**src/rtl/n64_pkg.sv**
```systemverilog
// Shared joybus constants: command codes, bit-timing landmarks and responder states.
package n64_pkg;

  localparam logic [7:0] CMD_STATUS = 8'h00;
  localparam logic [7:0] CMD_READ   = 8'h01;
  localparam logic [7:0] CMD_RESET  = 8'hFF;

  localparam logic [4:0] BIT_CYCLES  = 5'd16;
  localparam logic [4:0] SAMPLE_AT   = 5'd8;
  localparam logic [4:0] GLITCH_AT   = 5'd2;
  localparam logic [4:0] SHORT_LOW   = 5'd4;
  localparam logic [4:0] LONG_LOW    = 5'd12;
  localparam logic [4:0] TX_STOP_LOW = 5'd8;

  typedef enum logic [2:0] {
    ST_IDLE,
    ST_RX_BITS,
    ST_RX_STOP,
    ST_WAIT_HIGH,
    ST_TURNAROUND,
    ST_TX_BITS,
    ST_TX_STOP
  } state_t;

endpackage

```
**src/rtl/n64_resp_tx.sv**
```systemverilog
// Joybus reply serializer: MSB-first pulse-width bits followed by an 8-cycle low stop bit.
module n64_resp_tx
  import n64_pkg::*;
(
  input  logic        clk_4M,
  input  logic        rst_n,
  input  logic        start,
  input  logic [31:0] word,
  input  logic [5:0]  nbits,
  output logic        oe,
  output logic        done,
  output logic        in_stop
);

  logic [31:0] shift_q, shift_d;
  logic [5:0]  left_q, left_d;
  logic [4:0]  cnt_q, cnt_d;
  logic        active_q, active_d;
  logic        stop_q, stop_d;
  logic        oe_q, oe_d;
  logic [4:0]  low_len;
  logic [4:0]  cnt_inc;

  always_comb begin
    low_len  = shift_q[31] ? SHORT_LOW : LONG_LOW;
    cnt_inc  = cnt_q + 5'd1;
    shift_d  = shift_q;
    left_d   = left_q;
    cnt_d    = cnt_q;
    active_d = active_q;
    stop_d   = stop_q;
    oe_d     = oe_q;
    done     = 1'b0;
    if (start) begin
      shift_d  = word;
      left_d   = nbits;
      cnt_d    = '0;
      active_d = 1'b1;
      stop_d   = 1'b0;
      oe_d     = 1'b1;
    end else if (stop_q) begin
      // done is combinational so busy can drop on the same edge that releases the line
      if (cnt_q == TX_STOP_LOW - 5'd1) begin
        oe_d     = 1'b0;
        stop_d   = 1'b0;
        active_d = 1'b0;
        done     = 1'b1;
      end else begin
        cnt_d = cnt_inc;
      end
    end else if (active_q) begin
      if (cnt_q == BIT_CYCLES - 5'd1) begin
        shift_d = {shift_q[30:0], 1'b0};
        left_d  = left_q - 6'd1;
        cnt_d   = '0;
        oe_d    = 1'b1;
        if (left_q == 6'd1) stop_d = 1'b1;
      end else begin
        cnt_d = cnt_inc;
        oe_d  = (cnt_inc < low_len);
      end
    end
  end

  always_ff @(posedge clk_4M or negedge rst_n) begin
    if (!rst_n) begin
      shift_q  <= '0;
      left_q   <= '0;
      cnt_q    <= '0;
      active_q <= 1'b0;
      stop_q   <= 1'b0;
      oe_q     <= 1'b0;
    end else begin
      shift_q  <= shift_d;
      left_q   <= left_d;
      cnt_q    <= cnt_d;
      active_q <= active_d;
      stop_q   <= stop_d;
      oe_q     <= oe_d;
    end
  end

  assign oe      = oe_q;
  assign in_stop = stop_q;

endmodule

```
**src/rtl/n64_ctrl_responder.sv**
```systemverilog
// N64 controller emulation: receives the console command byte on the joybus line and replies.
module n64_ctrl_responder
  import n64_pkg::*;
#(
  parameter logic [23:0] STATUS_WORD = 24'h050002,
  parameter int unsigned REPLY_DELAY = 12,
  parameter int unsigned RX_TIMEOUT  = 32
) (
  input  logic        clk_4M,
  input  logic        rst_n,
  input  logic        din,
  output logic        dout,
  output logic        output_en,
  input  logic [31:0] buttons,
  output logic [7:0]  cmd,
  output logic        cmd_strobe,
  output logic        unknown_cmd,
  output logic        busy
);

  localparam logic [7:0] DLY_LAST = 8'(REPLY_DELAY - 2);
  localparam logic [7:0] TMO_LAST = 8'(RX_TIMEOUT - 1);

  logic [1:0]  sync_q;
  logic        prev_q;
  logic        din_s, fall;

  state_t      state_q, state_d;
  logic [4:0]  cnt_q, cnt_d;
  logic [7:0]  tmo_q, tmo_d;
  logic [7:0]  dly_q, dly_d;
  logic [2:0]  bit_cnt_q, bit_cnt_d;
  logic        in_bit_q, in_bit_d;
  logic [7:0]  shift_q, shift_d;
  logic [31:0] reply_word_q, reply_word_d;
  logic [5:0]  reply_bits_q, reply_bits_d;
  logic [7:0]  cmd_q, cmd_d;
  logic        strobe_q, strobe_d;
  logic        unknown_q, unknown_d;
  logic        busy_q, busy_d;
  logic        tx_start, tx_oe, tx_done, tx_in_stop;

  assign din_s = sync_q[1];
  assign fall  = prev_q & ~din_s;

  always_comb begin
    state_d      = state_q;
    cnt_d        = cnt_q;
    tmo_d        = tmo_q;
    dly_d        = dly_q;
    bit_cnt_d    = bit_cnt_q;
    in_bit_d     = in_bit_q;
    shift_d      = shift_q;
    reply_word_d = reply_word_q;
    reply_bits_d = reply_bits_q;
    cmd_d        = cmd_q;
    strobe_d     = 1'b0;
    unknown_d    = 1'b0;
    busy_d       = busy_q;
    tx_start     = 1'b0;
    unique case (state_q)
      ST_IDLE: begin
        if (fall) begin
          state_d   = ST_RX_BITS;
          busy_d    = 1'b1;
          bit_cnt_d = '0;
          cnt_d     = 5'd1;
          tmo_d     = 8'd1;
          in_bit_d  = 1'b1;
        end
      end
      ST_RX_BITS, ST_RX_STOP: begin
        tmo_d = tmo_q + 8'd1;
        if (in_bit_q) cnt_d = cnt_q + 5'd1;
        if (fall) begin
          cnt_d    = 5'd1;
          tmo_d    = 8'd1;
          in_bit_d = 1'b1;
        end else if (tmo_q == TMO_LAST) begin
          state_d  = ST_IDLE;
          busy_d   = 1'b0;
          in_bit_d = 1'b0;
        end else if (in_bit_q && cnt_q == GLITCH_AT && din_s) begin
          // A glitch on the very first edge means no frame has started at all
          in_bit_d = 1'b0;
          if (state_q == ST_RX_BITS && bit_cnt_q == 3'd0) begin
            state_d = ST_IDLE;
            busy_d  = 1'b0;
          end
        end else if (in_bit_q && cnt_q == SAMPLE_AT) begin
          in_bit_d = 1'b0;
          if (state_q == ST_RX_BITS) begin
            shift_d   = {shift_q[6:0], din_s};
            bit_cnt_d = bit_cnt_q + 3'd1;
            if (bit_cnt_q == 3'd7) state_d = ST_RX_STOP;
          end else if (din_s) begin
            cmd_d    = shift_q;
            strobe_d = 1'b1;
            case (shift_q)
              CMD_STATUS, CMD_RESET: begin
                reply_word_d = {STATUS_WORD, 8'h00};
                reply_bits_d = 6'd24;
                state_d      = ST_TURNAROUND;
                dly_d        = '0;
              end
              CMD_READ: begin
                reply_word_d = buttons;
                reply_bits_d = 6'd32;
                state_d      = ST_TURNAROUND;
                dly_d        = '0;
              end
              default: begin
                unknown_d = 1'b1;
                state_d   = ST_IDLE;
                busy_d    = 1'b0;
              end
            endcase
          end else begin
            state_d = ST_WAIT_HIGH;
            cnt_d   = '0;
          end
        end
      end
      ST_WAIT_HIGH: begin
        if (din_s) begin
          if (cnt_q == BIT_CYCLES - 5'd1) begin
            state_d = ST_IDLE;
            busy_d  = 1'b0;
          end else begin
            cnt_d = cnt_q + 5'd1;
          end
        end else begin
          cnt_d = '0;
        end
      end
      ST_TURNAROUND: begin
        dly_d = dly_q + 8'd1;
        if (dly_q == DLY_LAST) begin
          tx_start = 1'b1;
          state_d  = ST_TX_BITS;
        end
      end
      ST_TX_BITS: begin
        if (tx_in_stop) state_d = ST_TX_STOP;
      end
      ST_TX_STOP: begin
        if (tx_done) begin
          state_d = ST_IDLE;
          busy_d  = 1'b0;
        end
      end
      default: state_d = ST_IDLE;
    endcase
  end

  always_ff @(posedge clk_4M or negedge rst_n) begin
    if (!rst_n) begin
      sync_q       <= '1;
      prev_q       <= 1'b1;
      state_q      <= ST_IDLE;
      cnt_q        <= '0;
      tmo_q        <= '0;
      dly_q        <= '0;
      bit_cnt_q    <= '0;
      in_bit_q     <= 1'b0;
      shift_q      <= '0;
      reply_word_q <= '0;
      reply_bits_q <= '0;
      cmd_q        <= '0;
      strobe_q     <= 1'b0;
      unknown_q    <= 1'b0;
      busy_q       <= 1'b0;
    end else begin
      sync_q       <= {sync_q[0], din};
      prev_q       <= din_s;
      state_q      <= state_d;
      cnt_q        <= cnt_d;
      tmo_q        <= tmo_d;
      dly_q        <= dly_d;
      bit_cnt_q    <= bit_cnt_d;
      in_bit_q     <= in_bit_d;
      shift_q      <= shift_d;
      reply_word_q <= reply_word_d;
      reply_bits_q <= reply_bits_d;
      cmd_q        <= cmd_d;
      strobe_q     <= strobe_d;
      unknown_q    <= unknown_d;
      busy_q       <= busy_d;
    end
  end

  n64_resp_tx u_tx (
    .clk_4M  (clk_4M),
    .rst_n   (rst_n),
    .start   (tx_start),
    .word    (reply_word_q),
    .nbits   (reply_bits_q),
    .oe      (tx_oe),
    .done    (tx_done),
    .in_stop (tx_in_stop)
  );

  assign dout        = 1'b0;
  assign output_en   = tx_oe;
  assign cmd         = cmd_q;
  assign cmd_strobe  = strobe_q;
  assign unknown_cmd = unknown_q;
  assign busy        = busy_q;

endmodule

```
**config.mk**
```make
export PLATFORM = sky130hd
export DESIGN_NAME = n64_ctrl_responder
export DESIGN_NICKNAME = d
export VERILOG_FILES = /design/src/rtl/n64_pkg.sv /design/src/rtl/n64_resp_tx.sv /design/src/rtl/n64_ctrl_responder.sv
export SDC_FILE = /design/constraint.sdc
export NUM_CORES = 1
export LEC_CHECK = 0
export BUFFER_PORTS_ARGS = -buffer_cell sky130_fd_sc_hd__clkbuf_2
export CORE_MARGIN = 4
export CORE_UTILIZATION = 60
export DETAILED_ROUTE_END_ITERATION = 12
export PLACE_DENSITY = 0.8
export SKIP_LAST_GASP = 1
export SYNTH_ARGS = -nofsm -noshare
export SYNTH_HDL_FRONTEND = slang
export SYNTH_SLANG_ARGS = --single-unit
```
**constraint.sdc**
```tcl
create_clock -name clk_4M -period 4.2 [get_ports clk_4M]
set_input_delay 0.63 -clock clk_4M [delete_from_list [all_inputs] [get_ports clk_4M]]
set_output_delay 0.63 -clock clk_4M [all_outputs]
set_load 0.005 [all_outputs]
```
==> impl_metrics.toml, run 1 <==
[critical_path]
slowest_stage = "and2_1"
crit_family = "simple AND/OR/NAND/NOR gates"
critPathKind = "register to register"
cp.depth = 5
path_max_fanout = 29
r2r-start = "shift_q[4]"
crit_chain = "or4_1 > nor4_2 > and2_1 > nand2_1 > o21ai_0"
crit_arrival_ps = 3300
r2r_slack_ps = 1320
endpoint = "reply_word_q[18]"
crit_path_end_kind = "register"
path_buf_inv = 0
r2r_cells = 5
worstSetupStartpoint = "shift_q[4]"
cp.required_ps = 4620
cp-start-kind = "register"
timing.rr.end = "reply_word_q[18]"
slowest_delay_ps = 900

[placement]
hpwl_um = 8720
portBuffers = 46
place.gp.congestion = 0.8782
place_ws_ps = 1369

[sta]
tightestPinTransition_ps = 1268
relSlewSlack_pct = 14.69
drv_slew = 0
timing.final.crit_share_pct = 68.57
tns_ps = 0
setup_viol = 0
rsz0062_at_grt = "false"
fin_crit_ps = 2880
hold_violations = 0
finalHoldWorstSlack_ps = 172.5
fin_worst_skew_ps = 11.72
max_freq_mhz = 347.2
fin_ws_ps = 1320

[synthesis]
ys_top_cells_by_count = "dfrtp_1 (127), nand2_1 (124), o21ai_0 (87)"
synth_area_um2 = 6379
netlist-cell-type-count = 65
synth_area_leaders = "dfrtp_1 (50%), nand2_1 (7.3%), o21ai_0 (6.8%)"
synthArstFlopShare_pct = 100.0
yosys_warnings = 0
synth_ff_type = "dfrtp_1"
syn_inst = 653
synth-seq-area-share_pct = 51.06
syn_nets = 704
yosysMostFrequentCell = "dfrtp_1"
synth-edff-count = 0
synth_top_area_share_pct = 49.82
synth_seq_cells = 130
synth_top_area_cell = "dfrtp_1"
avgSynthCellArea_um2 = 9.768

[cells_and_area]
synthToLayoutAreaGrowth_pct = 13.24
nets = 737
multi_input_area_um2 = 2887
n_antenna_cell = 0
drive_gt1_share_pct = 16.60
seqCellArea_um2 = 3257
nFillCells = 740
fin_util_pct = 69.97

[drt]
drtAntennaViolNets = 0
drt_pre_antenna_iters = 5
totalWireLength_um = 13470
routedWlPerCell_um = 16.13
via_per_inst = 5.893
vias = 4921
first_iter_violations = 366
drc_errors = 0

[clock_network]
clk_latency_ps = 540
cts_max_path_buffers = 2
h-tree-depth = 4
postCtsHoldBufs = 0
cts_resized = 0
cts_made_buffers = 17
clkTransAtPathRegs_ps = 60
cts_num_sinks = 130
root_buffer = "clkbuf_8"
post_cts_buffers = 0
cts_tree = "built"

[power]
power_density_nw_per_um2 = 504.8
ir_worst_vdd_mv = 0.3567
leakagePower_nw = 3.532
p_total_mw = 3.646

[floorplanning]
io_pins = 48
die_w_um = 111.1
initial_core_util_pct = 61.79
coreArea_um2 = 10320
die-area_um2 = 12340
die_h_um = 111.1
row_count = 37

[global_route]
grt_start_max_net_pins = 80
grt_pass1_vias = 5052
grt_remaining_overflow = 0
antenna_found_initial = 0
grt_usage_pct = 23.30
grt_pass1_wl_um = 23360

[job]
cap_violations = 0

[status]
status = "completed"

[min_path]
hold_class = "input port to register"
metrics by stage:
step | area (µm²) | instances
after floorplan | 6379 | 653
final | 7223 | 835
after global placement | 6675 | 803
after CTS | 7223 | 835
after global routing | 7223 | 835
after detailed placement | 6675 | 803
flip-flops by register name, indices dropped and copies added, names as in the netlist:
signal         flops
reply_word_q      32
u_tx.shift_q      32
cmd                8
dly_q              8
shift_q            8
tmo_q              8
u_tx.left_q        6
cnt_q              5
u_tx.cnt_q         5
bit_cnt_q          3
state_q            3
reply_bits_q       2
sync_q             2
busy               1
cmd_strobe         1
in_bit_q           1
prev_q             1
u_tx.active_q      1
u_tx.in_stop       1
u_tx.oe            1
unknown_cmd        1
kinds of logic after synthesis:
family / Yosys count / synth area share [%]
xor gates and xnor gates: 15 / 2.060
buffers and inverters: 58 / 4.060
other: 1 / 0.05879
AOI/OAI and AO/OA: 137 / 12.36
muxes: 56 / 9.219
DFF: 130 / 51.06
and+or+nand+nor: 240 / 18.05
adders and majority gates: 16 / 3.138
how the worst min path moves through the flow:
stage	startpoint	to	slack (ps)	cells after the start
2_1_floorplan	rst_n	bit_cnt_q[0]	330	0
3_3_place_gp	sync_q[0]	sync_q[1]	350	0
3_5_place_dp	sync_q[0]	sync_q[1]	350	0
4_1_cts	din	sync_q[0]	150	1
5_1_grt	din	sync_q[0]	160	1
6_report	din	sync_q[0]	170	1
layer usage:
metal	wire [µm]	global-route usage, %	up-vias
met4	300	10.30	0
li1	-	-	2343
met3	642	5.459	27
met5	0	0	-
met2	6728	38.59	140
met1	5796	29.30	2411
layout make-up:
class                   count  share of cell area [%]
inverters                  21                   1.091
multi-input cells         465                   39.96
clock buffers              23                   6.461
repair buffers             51                   3.915
well taps                 136                   2.356
clock inverters             9                   1.126
flip-flops and latches    130                   45.09
power by group:
part / internal [mW] / leakage, nW / switching [mW] / total, mW
Sequential: 1.40 / 1.61 / 0.198 / 1.60
Clock: 0.829 / 0.264 / 0.538 / 1.37
Combinational: 0.304 / 1.66 / 0.379 / 0.683
Total: 2.53 / 3.53 / 1.11 / 3.65
cell usage in the layout, fill, tap and decap left out, types with 4 or more instances in the layout:
cell type and n:
a211oi_1 7, a21oi_1 13, a31oi_1 5, and2_1 4, and3_1 5, buf_4 5
clkbuf_16 16, clkbuf_2 45, clkbuf_8 4, clkinv_2 4, dfrtp_1 127, ha_1 16
inv_1 21, mux2_2 18, mux2i_1 37, nand2_1 124, nand3_1 13, nand3b_1 5
nand4_1 10, nor2_1 35, nor3_1 5, nor4_1 7, o21ai_0 87, or3_1 4
xnor2_1 8, xor2_1 7
Power figures use the tool's default switching activity.
==> inputs of run 2 (changes only) <==
ABC_AREA = 1   (was unset)
CORE_UTILIZATION = 54   (was 60)
PLACE_DENSITY = 0.76   (was 0.8)
clock period = 2.4 ns   (was 4.2 ns; I/O delays follow)
==> impl_metrics.toml, run 2 <==
[status]
status = "completed"

[sta]
drv_slew = 0
tns_ps = 0
relSlewSlack_pct = 55.86
hold_violations = 0
max_freq_mhz = 458.4
rsz0062_at_grt = "false"
timing.final.crit_share_pct = 90.89
fin_crit_ps = 2181
setup_viol = 0
tightestPinTransition_ps = 662.1
fin_ws_ps = 218.6
fin_worst_skew_ps = 7.968

[synthesis]
ys_top_cells_by_count = "nand2_1 (280), dfrtp_1 (127), nor2_1 (102)"
avgSynthCellArea_um2 = 7.948
synth_area_leaders = "dfrtp_1 (50%), nand2_1 (16%), nor2_1 (6.0%)"
synth_top_area_cell = "dfrtp_1"
synth_seq_cells = 130
synth_area_um2 = 6382
netlist-cell-type-count = 42
yosysMostFrequentCell = "nand2_1"
synth_ff_type = "dfrtp_1"
synth-seq-area-share_pct = 51.03
yosys_warnings = 0
syn_inst = 803
syn_nets = 854
synthArstFlopShare_pct = 100.0
synth_top_area_share_pct = 49.79
synth-edff-count = 0

[critical_path]
critPathKind = "register to register"
cp-start-kind = "register"
crit_family = "simple AND/OR/NAND/NOR gates"
slowest_delay_ps = 390
path_buf_inv = 1
crit_arrival_ps = 2510
r2r_slack_ps = 220
r2r-start = "u_tx.cnt_q[0]"
crit_path_end_kind = "register"
r2r_cells = 9
cp.required_ps = 2730
crit_chain = "ha_1 > nand2_1 > nor2_1 > ha_1 > nand2_1 > o21ai_4 > buf_4 > nor2_1 > a31oi_1"
path_max_fanout = 22
timing.rr.end = "u_tx.shift_q[8]"
slowest_stage = "dfrtp_1"

[placement]
hpwl_um = 9323
place.gp.congestion = 0.8916
place_ws_ps = 207.2
portBuffers = 46

[cells_and_area]
layout_common_cells = "nand2_1 (280), dfrtp_1 (127), nor2_1 (102), inv_1 (68), clkbuf_2 (45)"
n_antenna_cell = 0
nFillCells = 948
reg_top3 = "reply_word_q (32), u_tx.shift_q (32)"
drive_gt1_share_pct = 12.77
layout_commonest_cell = "nand2_1"
synthToLayoutAreaGrowth_pct = 16.13
nets = 908

[floorplanning]
initial_core_util_pct = 55.42
io_pins = 48
die_w_um = 116.7
coreArea_um2 = 11520
die-area_um2 = 13620
row_count = 39
die_h_um = 116.7

[global_route]
grt_usage_pct = 21.45
grt_pass1_vias = 5162
grt_start_max_net_pins = 52
grt_pass1_wl_um = 23090
antenna_found_initial = 0
grt_remaining_overflow = 0

[power]
p_comb_share_pct = 24.9
swShare_pct = 33.42
power_frac_seq_pct = 41.7
leakagePower_nw = 3.639
clock_power_share_pct = 33.3
switchingPower_mw = 2.518
ir_worst_vdd_mv = 0.6138
power_density_nw_per_um2 = 1016
p_int_mw = 5.015

[drt]
via_per_inst = 5.203
totalWireLength_um = 13270
drtAntennaViolNets = 0
first_iter_violations = 429
vias = 5265
drt_pre_antenna_iters = 5
drc_errors = 0
routedWlPerCell_um = 13.11

[job]
cap_violations = 0

[clock_network]
clk_latency_ps = 420
cts_tree = "built"
root_buffer = "clkbuf_16"
clkTransAtPathRegs_ps = 60
cts_made_buffers = 17
cts_max_path_buffers = 2
cts_num_sinks = 130
h-tree-depth = 4
post_cts_buffers = 0

[min_path]
hold_path_startpoint = "din"
hold_class = "input port to register"
hold_end = "sync_q[0]"
holdPathStages = 1
-- run 2: changes by cell type after synthesis, moves of 6 or more --
cell,before,now
nand2_1,124,280
nor2_1,35,102
inv_1,21,68
o21ai_0,87,43
mux2i_1,37,0
a31oi_1,5,35
clkbuf_1,28,5
nand3_1,13,35
mux2_2,18,0
buf_2,3,13
a211oi_1,7,0
nor4_1,7,0
xnor2_1,8,2
-- run 2: worst max-delay path by stage --
stage                        from          endpoint  cells after the start
floorplan                cnt_q[0]   reply_bits_q[5]                     14
global placement    u_tx.cnt_q[0]  u_tx.shift_q[22]                      9
detailed placement  u_tx.cnt_q[0]  u_tx.shift_q[27]                      9
CTS                 u_tx.cnt_q[0]  u_tx.shift_q[22]                      9
global route        u_tx.cnt_q[0]  u_tx.shift_q[18]                      9
finish              u_tx.cnt_q[0]   u_tx.shift_q[8]                      9
-- run 2: layout make-up --
cell class | instances | area [µm²] | share of cell area [%]
Clock buffer | 20 | 446.7 | 6.026
Clock inverter | 11 | 132.6 | 1.789
Inverter | 75 | 286.5 | 3.866
Multi-Input combinational cell | 571 | 2689 | 36.28
Sequential cell | 130 | 3257 | 43.94
Tap cell | 143 | 178.9 | 2.414
Timing Repair Buffer | 62 | 421.7 | 5.689
-- run 2: layer usage --
metal | vias to the layer above | part of all wire, % | global-route usage (%)
met5 | - | 0 | 0
met4 | 0 | 1.1 | 7.951
met3 | 12 | 3.8 | 6.269
met2 | 101 | 47 | 33.41
met1 | 2483 | 48 | 28.64
li1 | 2669 | - | -
-- run 2: power by group through the flow --
| stage | logic (mW) | clock network (mW) | registers (mW) |
|---|---|---|---|
| after floorplan | 1.50 | 0 | 3.03 |
| after global placement | 1.79 | 0 | 3.16 |
| after detailed placement | 1.87 | 0 | 3.17 |
| after CTS | 1.88 | 2.55 | 3.14 |
| after global routing | 2.18 | 2.68 | 3.21 |
| final | 1.88 | 2.51 | 3.14 |
-- run 2: worst register-to-register path, delay by kind of cell, from the launching register on --
kind	cells	cell delay, ps
AOI/OAI and AO/OA	2	470
DFF	1	390
and+or+nand+nor	4	490
adders and majority gates	2	440
buffers and inverters	1	300
-- run 2: logic make-up (layout without fill, tap and decap cells) --
kind of cell,count (synthesis),in the layout,synth area share (%)
and+or+nand+nor,445,445,28.52
xor gates and xnor gates,9,9,1.235
DFF,130,130,51.03
adders and majority gates,16,16,3.137
AOI/OAI and AO/OA,100,100,9.057
buffers and inverters,102,168,6.959
other,1,1,0.05876
-- run 2: per-stage QoR --
stage	hold slack (ps)	cells	utilization (%)	power (mW)	cell area [µm²]
CTS	14.88	1012	64.31	7.571	7406
global placement	347.1	980	59.19	4.944	6817
floorplan	64.41	803	-	4.526	6382
global route	1.962	1012	64.36	8.061	7412
detailed placement	351.3	980	59.19	5.032	6817
finish	29.31	1012	64.36	7.533	7412
-- run 2: timing repair --
item                       in CTS  in global routing
hold buffers                    1                  0
hold endpoints to repair       20                  0
setup endpoints to repair       0                 13
gates resized for setup         0                  3
